`src/rtl/sort_sat_counter.sv`:
```
// Saturating up-counter; a synchronous clear overrides an increment in the same cycle.
module sort_sat_counter #(
  parameter int unsigned CNT_WIDTH = 16
) (
  input  logic                 clock,
  input  logic                 reset_n,
  input  logic                 clear_i,
  input  logic                 inc_i,
  output logic [CNT_WIDTH-1:0] count_o
);

  logic [CNT_WIDTH-1:0] cnt_d, cnt_q;

  always_comb begin
    cnt_d = cnt_q;
    if (clear_i) begin
      cnt_d = '0;
    end else if (inc_i && (cnt_q != '1)) begin
      cnt_d = cnt_q + CNT_WIDTH'(1);
    end
  end

  always_ff @(posedge clock or negedge reset_n) begin
    if (!reset_n) begin
      cnt_q <= '0;
    end else begin
      cnt_q <= cnt_d;
    end
  end

  assign count_o = cnt_q;

endmodule

```
`config.mk`:
```
export PLATFORM = sky130hd
export DESIGN_NAME = sort_sat_counter
export DESIGN_NICKNAME = d
export VERILOG_FILES = /design/src/rtl/sort_sat_counter.sv
export SDC_FILE = /design/constraint.sdc
export NUM_CORES = 1
export LEC_CHECK = 0
export BUFFER_PORTS_ARGS = -buffer_cell sky130_fd_sc_hd__buf_4
export CORE_MARGIN = 8
export CORE_UTILIZATION = 52
export DETAILED_ROUTE_END_ITERATION = 16
export GPL_TIMING_DRIVEN = 0
export PLACE_DENSITY_LB_ADDON = 0.2
export SLEW_MARGIN = 30
export SYNTH_ARGS = -nofsm -noshare
export SYNTH_HDL_FRONTEND = slang
export SYNTH_SLANG_ARGS = --single-unit
```
`constraint.sdc`:
```
create_clock -name clock -period 2.3 [get_ports clock]
set_clock_uncertainty 0.05 [all_clocks]
set_input_delay 0.115 -clock clock [delete_from_list [all_inputs] [get_ports clock]]
set_output_delay 0.115 -clock clock [all_outputs]
set_load 0.01 [all_outputs]
```
==> results of run 1 <==
[layout make-up]
class,instances,area [um^2],share of cell area (%)
multi-input cells,74,504,43.4
clock buffers,4,36.3,3.12
repair buffers,20,153,13.1
well taps,25,31.3,2.69
inverters,3,11.3,0.969
plain buffers,5,26.3,2.26
flip-flops and latches,16,400,34.4
[worst paths after layout]
kind                                   startpoint                 endpoint  slack (ps)
min in group asynchronous                 reset_n  count_o[14]$_DFFE_PN0P_         150
max in group asynchronous                 reset_n  count_o[11]$_DFFE_PN0P_        1870
max reg2reg                count_o[0]$_DFFE_PN0P_   count_o[9]$_DFFE_PN0P_         230
min reg2reg                count_o[6]$_DFFE_PN0P_   count_o[6]$_DFFE_PN0P_         560
max                        count_o[0]$_DFFE_PN0P_   count_o[9]$_DFFE_PN0P_         230
min                                         inc_i   count_o[1]$_DFFE_PN0P_          50
[report_power, final]
part	internal [mW]	switching (mW)	total, mW
clock network	0.0968	0.100	0.197
registers	0.284	0.00391	0.288
logic	0.0135	0.0251	0.0386
total	0.394	0.129	0.523
[cell families after synthesis]
| group | count (synthesis) | synth area share, % |
|---|---|---|
| multiplexers | 4 | 4.78 |
| buffers and inverters | 8 | 3.98 |
| AND/OR/NAND/NOR | 45 | 31.2 |
| adder cells (fa/ha/maj) | 1 | 1.33 |
| flip-flops | 16 | 42.5 |
| AO/OA/AOI/OAI | 24 | 16.2 |
[worst max-delay path, cell delays in order (launching register included)]
cell	delay (ps)
dfrtp_1	450
ha_1	250
nand4_2	150
nor4_4	580
nor4_1	130
mux2_1	340
[layout by cell type (no fill, tap or decap), drive strengths merged, types with 2 or more instances in the layout]
cell	netlist	routed
mux2	4	4
nor4	5	5
nand3	3	3
o21ai	4	4
or4	7	7
inv	3	3
dfrtp	16	16
buf	1	20
a21oi	11	11
nand2	6	6
nor2b	4	4
and4	2	2
or3	3	3
nand4	7	7
and3	2	2
o31ai	7	7
nor2	4	4
clkbuf	4	8
[what timing repair did]
action,4_1_cts,5_1_grt
hold buffers,1,0
hold endpoints to repair,16,0
setup endpoints to repair,0,0
[cell usage after synthesis]
master / count
nand4_1: 6
o21ai_1: 3
or3_2: 1
a211oi_2: 1
and4_2: 2
o21ai_0: 1
ha_1: 1
buf_6: 1
nor4_1: 4
dfrtp_1: 16
nor4_4: 1
nor3_1: 1
and3_1: 2
nand3b_1: 1
nand3_1: 3
clkbuf_1: 4
nor2b_1: 4
o211ai_2: 1
mux2_1: 4
or4_1: 5
a21oi_1: 11
or4_2: 2
nand4_2: 1
o31ai_1: 7
nor2_1: 4
or3_1: 2
nand2_1: 6
inv_1: 3
[metal layers]
layer | wire length [um] | share of wire (%) | up-vias | track usage (%)
met5 | 0 | 0 | - | 0
li1 | - | - | 430 | -
met2 | 1190 | 50 | 27 | 25.8
met3 | 120 | 5.0 | 9 | 3.70
met1 | 1020 | 42 | 451 | 17.1
met4 | 74 | 3.1 | 0 | 8.74
==> reports/metrics.yaml, run 1 <==
yosys:
  syn-cell-area_um2: 942
  ys_types: 28
  syn_nets: 103
  yosys_warnings: 0
  ys_seq_elements: 16
  synth_area_leaders: "dfrtp_1 42%, a21oi_1 5.8%, o31ai_1 5.6%"
  yosysSeqAreaShare_pct: 42.5
  yosysTopAreaCell: "dfrtp_1"
  syn_inst: 98
  yosysTopAreaCellShare_pct: 42.5
  syn_avg_cell_area_um2: 9.61
floorplan:
  start_util_pct: 55.2
  fp.coreArea_um2: 1710
  io-pin-count: 20
  fp.dieH_um: 58.6
  placementRows: 15
  dieArea_um2: 3430
  die_w_um: 58.6
layout:
  finalInstanceArea_um2: 1160
  nets: 128
  antenna_cells: 0
  area_delta_synth_final_pct: 23.4
  largest_reg_flops: 16
  fin_util_pct: 68.1
  n_fill_cell: 143
  finalNonFillerCells: 147
  layout-drive-gt1-share_pct: 27.0
job:
  maxCapViolations: 0
global_routing:
  grt_pass1_vias: 902
  grt_max_degree: 17
  antenna_found_initial: 0
  gr-usage-all-layers_pct: 15.3
  grt_pass1_wl_mm: 4.11
  grt_overflow: 0
place:
  place_inst: 142
  port-buffer-count: 19
  place.gp.congestion: 0.770
  pre_cts_ws_ps: 252
  placed_area_um2: 1120
  dp_hpwl_mm: 1.73
worst_setup_path:
  rr_worst_depth: 5
  arrival_ps: 2210
  critical_path_class: "reg2reg"
  worst_ep_required_time_ps: 2440
  cp-end-kind: "flip-flop"
  cp-start-kind: "flip-flop"
  critPathMaxFanout: 10
pwr:
  p_leak_nw: 0.509
  power_density_nw_per_um2: 450
  total_power_mw: 0.523
  vdd_drop_max_uv: 474
clock_network:
  clk_pin_slew_worst_paths_ps: 100
  cts_buffer_depth: 2
  clkLatencyLatePin_ps: 300
  cts_tree: "done"
  numCtsBuffers: 3
  cts_root_buf: "clkbuf_4"
  cts_resized: 0
  cts_sinks: 16
  postCtsSetupBuffers: 0
  h-tree-depth: 1
routing:
  drtIter0Drc: 19
  final_antenna_net_count: 0
  routed_wl_mm: 2.41
  first_pass_iters: 4
  dr_total_vias: 917
  via_per_inst: 6.24
  drcViolationCount: 0
  wire_per_inst_um: 16.4
sta:
  rsz0062_at_grt: "false"
  fin_ws_ps: 230
  max_slew_margin_pct: 62.7
  slew_viol_final: 0
  max_freq_mhz: 483
  finalSetupViolCount: 0
  hold_ws_ps: 55.0
  post-route-period-util_pct: 90.0
  hold_viol: 0
  tns_ps: 0
  fin_crit_ps: 2070
  tightest_slew_ps: 555
min_path:
  hold_path.class: "in2reg"
  min_path_cells: 3
run_status:
  outcome: "finished, final reports clean"
Note: power is estimated with default switching activity, not from simulation.
==> run 2, diff against run 1 <==
- GPL_TIMING_DRIVEN: 0 -> unset
- clock period: 2.3 -> 2 ns (I/O delays scaled with it)
==> reports/metrics.yaml, run 2 (synthesized netlist as in run 1, its figures left out) <==
sta:
  max_freq_mhz: 528  # +9.3%
  slew_viol_final: 0  # unchanged
  fin_crit_ps: 1890  # -176 ps
  tightest_slew_ps: 601  # +46.6 ps
  hold_ws_ps: 54.3  # -0.639 ps
  finalSetupViolCount: 0  # unchanged
  post-route-period-util_pct: 94.7  # +4.7 points
  fin_ws_ps: 106  # -124 ps
  max_slew_margin_pct: 59.9  # -2.9 points
  hold_viol: 0  # unchanged
routing:
  drcViolationCount: 0  # unchanged
  via_per_inst: 6.24  # unchanged
  drtIter0Drc: 28  # +9
  routed_wl_mm: 2.41  # about the same
  final_antenna_net_count: 0  # unchanged
  dr_total_vias: 917  # unchanged
  first_pass_iters: 4  # unchanged
  wire_per_inst_um: 16.4  # about the same
pwr:
  p_leak_nw: 0.512  # +0.69%
  netSwitchingFraction_pct: 24.3  # -0.44 points
  total_power_mw: 0.546  # +4.4%
  p_clk_share_pct: 31.2  # -6.5 points
  vdd_drop_max_uv: 378  # -20%
  p_int_mw: 0.414  # +5.0%
  power_density_nw_per_um2: 461  # +2.3%
  p_sw_mw: 0.133  # +2.6%
  combPwrFrac_pct: 8.3  # +0.9 points
  p_seq_share_pct: 60.6  # +5.6 points
place:
  placed_area_um2: 1100  # -1.0%
  place_inst: 139  # -2.1%
  pre_cts_ws_ps: 85.6  # -166 ps
  place.gp.congestion: 0.820  # +6.6%
  dp_hpwl_mm: 1.60  # -7.1%
  port-buffer-count: 19  # unchanged
clock_network:
  cts_tree: "done"
  cts_buffer_depth: 2  # unchanged
  clk_pin_slew_worst_paths_ps: 90  # about the same
  h-tree-depth: 1  # unchanged
  cts_sinks: 16  # unchanged
  clkLatencyLatePin_ps: 290  # about the same
  numCtsBuffers: 3  # unchanged
  cts_root_buf: "clkbuf_4"
job:
  maxCapViolations: 0  # unchanged
layout:
  area_delta_synth_final_pct: 25.9
  layout_common_cells: "23 x buf_4, 15 x dfrtp_1, 11 x a21oi_1"
  largest_reg_flops: 16  # unchanged
  antenna_cells: 0  # unchanged
  layout-drive-gt1-share_pct: 32.8  # +5.7 points
  finalNonFillerCells: 147  # unchanged
  final_common_cell: "buf_4"
  nets: 129  # +0.78%
  n_fill_cell: 145  # +1.4%
  finalInstanceArea_um2: 1190  # +2.0%
min_path:
  hold_path.class: "in2reg"
  min-delay-start: "inc_i"
worst_setup_path:
  critPathLaunch: "count_o[2]$_DFFE_PN0P_"
  critical_path_class: "reg2reg"
  critPathMaxFanout: 8  # -2
  r2r-start: "count_o[2]$_DFFE_PN0P_"
  arrival_ps: 2020  # -190 ps
  cp-start-kind: "flip-flop"
  cp-end-kind: "flip-flop"
  worst_ep_required_time_ps: 2120  # -320 ps
floorplan:
  placementRows: 15  # unchanged
  start_util_pct: 55.2  # unchanged
  io-pin-count: 20  # unchanged
  die_w_um: 58.6  # unchanged
  fp.coreArea_um2: 1710  # unchanged
  dieArea_um2: 3430  # unchanged
  fp.dieH_um: 58.6  # unchanged
global_routing:
  grt_pass1_wl_mm: 3.84  # -6.5%
  antenna_found_initial: 0  # unchanged
  grt_overflow: 0  # unchanged
  grt_pass1_vias: 842  # -6.7%
  gr-usage-all-layers_pct: 13.9  # -1.4 points
  grt_max_degree: 23  # +6
run_status:
  outcome: "finished, final reports clean"
run 2: worst max-delay path: stages (launching register included):
cell     delay, ps
dfrtp_1        480
and4_2         280
nand4_1        250
nor4_1         370
mux2_1         350
run 2: metal layers:
layer  track usage (%)  up-vias  share of wire, %
met4              6.29        0               1.4
li1                  -      437                 -
met3              2.83        5               5.4
met1              17.3      450                44
met2              22.4       25                49
met5                 0        -                 0
run 2: final cells by class:
type | count | area [um^2] | share of cell area, %
multi-input cells | 75 | 526 | 44.3
flip-flops and latches | 16 | 402 | 33.9
repair buffers | 25 | 194 | 16.4
well taps | 25 | 31.3 | 2.64
clock buffers | 3 | 22.5 | 1.90
inverters | 3 | 11.3 | 0.949
run 2: per-stage QoR:
step / TNS, ps / utilization [%]
floorplan: 0 / -
global placement: 0 / 64.7
detailed placement: 0 / 64.7
CTS: 0 / 66.6
global route: -1.57 / 69.5
finish: 0 / 69.5
run 2: power groups by stage:
| stage | clock network (mW) | logic (mW) | registers, mW |
|---|---|---|---|
| after global routing | 0.185 | 0.0513 | 0.331 |
| final | 0.170 | 0.0452 | 0.331 |
| after global placement | 0 | 0.0389 | 0.336 |
| after detailed placement | 0 | 0.0396 | 0.337 |
| after floorplan | 0 | 0.0182 | 0.337 |
| after CTS | 0.171 | 0.0413 | 0.331 |
run 2: what timing repair did:
item / in CTS / in global routing
hold buffers: 1 / 0
setup buffers: 0 / 2
endpoints found under the hold margin: 16 / 0
setup endpoints to repair: 0 / 11
gates resized for setup: 0 / 3
run 2: worst paths after layout:
kind	to	depth (start not counted)	slack (ps)
max	count_o[11]$_DFFE_PN0P_	4	110
min	count_o[1]$_DFFE_PN0P_	3	50
max reg2reg	count_o[11]$_DFFE_PN0P_	4	110
min reg2reg	count_o[14]$_DFFE_PN0P_	2	560
max in group asynchronous	count_o[0]$_DFFE_PN0P_	2	1540
min in group asynchronous	count_o[13]$_DFFE_PN0P_	2	150
==> run 3, diff against run 2 <==
- CORE_UTILIZATION: 52 -> 55
- CTS_BUF_LIST: unset -> sky130_fd_sc_hd__clkbuf_2
- RECOVER_POWER: unset -> 100
==> reports/metrics.yaml, run 3 (synthesized netlist as in run 1, its figures left out) <==
run_status:
  outcome: "finished, final reports clean"
clock_network:
  cts_buffer_depth: 2  # unchanged
  cts_root_buf: "clkbuf_2"
  h-tree-depth: 1  # unchanged
  numCtsBuffers: 3  # unchanged
  clkLatencyLatePin_ps: 300  # about the same
  cts_tree: "done"
  cts_sinks: 16  # unchanged
  clk_pin_slew_worst_paths_ps: 150  # +60 ps
  cts_resized: 0  # unchanged
worst_setup_path:
  arrival_ps: 2110  # +90 ps
  cp-end-kind: "flip-flop"
  r2r-start: "count_o[1]$_DFFE_PN0P_"
  cpPeakStageDelay_ps: 610  # +130 ps
  cp-endpoint: "count_o[3]$_DFFE_PN0P_"
  worst_ep_required_time_ps: 2180  # +60 ps
  critPathMaxFanout: 11  # +3
  rr_worst_depth: 6  # +2
  critPathLaunch: "count_o[1]$_DFFE_PN0P_"
  crit_path_top_delay_cell: "or4_2"
  critical_path_class: "reg2reg"
  path_cells: "ha_1, nand4_2, nor4_4, buf_4, or4_2, a21oi_1"
  cp-start-kind: "flip-flop"
  cp.depth: 6  # +2
  crit_family: "simple AND/OR/NAND/NOR gates"
  worst-path-buf-inv: 1  # +1
  crit-reg2reg-capture: "count_o[3]$_DFFE_PN0P_"
  rrSetupSlack_ps: 70  # -30 ps
layout:
  layout-drive-gt1-share_pct: 16.4  # -16 points
  fin_util_pct: 65.0  # -4.4 points
  n_fill_cell: 156  # +7.6%
  multi_input_area_um2: 504  # -4.0%
  ff_latch_area_um2: 400  # -0.31%
  nets: 128  # -0.78%
  finalNonFillerCells: 139  # -5.4%
  area_delta_synth_final_pct: 15.3
  finalInstanceArea_um2: 1090  # -8.4%
  layout_common_cells: "16 x dfrtp_1, 16 x clkbuf_1, 11 x a21oi_1"
  antenna_cells: 0  # unchanged
  largest_reg_flops: 16  # unchanged
routing:
  via_per_inst: 6.43  # +3.1%
  wire_per_inst_um: 16.9  # +3.4%
  routed_wl_mm: 2.35  # -2.2%
  dr_total_vias: 894  # -2.5%
  drcViolationCount: 0  # unchanged
  drtIter0Drc: 28  # unchanged
  final_antenna_net_count: 0  # unchanged
  first_pass_iters: 4  # unchanged
sta:
  fin_ws_ps: 71.0  # -34.7 ps
  fin_crit_ps: 1930  # +34.7 ps
  max_freq_mhz: 518  # -1.8%
  post-route-period-util_pct: 96.4  # +1.7 points
  slew_viol_final: 0  # unchanged
  max_slew_margin_pct: 41.5  # -18 points
  hold_ws_ps: 27.0  # -27.3 ps
  rsz0062_at_grt: "false"
  hold_viol: 0  # unchanged
  tns_ps: 0  # unchanged
  tightest_slew_ps: 878  # +276 ps
  finalSetupViolCount: 0  # unchanged
global_routing:
  antenna_found_initial: 0  # unchanged
  gr-usage-all-layers_pct: 14.6  # +0.71 points
  grt_max_degree: 23  # unchanged
  grt_pass1_vias: 909  # +8.0%
  grt_overflow: 0  # unchanged
  grt_pass1_wl_mm: 3.93  # +2.2%
floorplan:
  fp.dieH_um: 57.4  # -2.0%
  dieArea_um2: 3290  # -4.0%
  start_util_pct: 56.4  # +1.2 points
  die_w_um: 57.4  # -2.0%
  io-pin-count: 20  # unchanged
  fp.coreArea_um2: 1670  # -2.2%
  placementRows: 15  # unchanged
place:
  place.gp.congestion: 0.780  # -4.9%
  port-buffer-count: 19  # unchanged
  place_inst: 133  # -4.3%
  dp_hpwl_mm: 1.64  # +2.5%
  pre_cts_ws_ps: 38.6  # -47.0 ps
  placed_area_um2: 1110  # +0.45%
min_path:
  hold_path.class: "in2reg"
  min-delay-start: "inc_i"
pwr:
  total_power_mw: 0.518  # -5.1%
  p_leak_nw: 0.450  # -12%
  vdd_drop_max_uv: 433  # +15%
  power_density_nw_per_um2: 477  # +3.7%
job:
  maxCapViolations: 0  # unchanged
run 3: area by class of cell:
type | instances | share of cell area (%)
multi-input cells | 74 | 46.4
clock buffers | 3 | 1.38
clock inverters | 1 | 0.346
inverters | 3 | 1.04
flip-flops and latches | 16 | 36.9
well taps | 17 | 1.96
repair buffers | 25 | 12.0
run 3: what timing repair did:
| action | CTS | global route |
|---|---|---|
| hold endpoints to repair | 16 | 0 |
| setup buffers | 0 | 1 |
| hold buffers | 1 | 0 |
| endpoints found under the setup margin | 0 | 10 |
run 3: power breakdown:
group	leakage, nW	total [mW]	switching (mW)	internal (mW)
clock network	0.0140	0.147	0.104	0.0434
logic	0.214	0.0416	0.0279	0.0137
registers	0.222	0.329	0.00294	0.327
run 3: metal layers:
metal	track usage (%)	wire length [um]
met5	0	0
met4	9.29	57
met3	3.36	116
met2	24.6	1120
met1	16.1	1060
run 3: worst min-delay path, stage by stage:
cell and delay, ps:
buf_4 120, nand3b_1 70, a21oi_1 50
run 3: worst min path at each step:
stage / cells past startpoint / slack (ps) / endpoint
finish: 3 / 30 / count_o[1]$_DFFE_PN0P_
global route: 3 / 50 / count_o[1]$_DFFE_PN0P_
CTS: 3 / 30 / count_o[1]$_DFFE_PN0P_
detailed placement: 1 / -80 / count_o[14]$_DFFE_PN0P_
global placement: 1 / -80 / count_o[14]$_DFFE_PN0P_
floorplan: 0 / -250 / count_o[0]$_DFFE_PN0P_
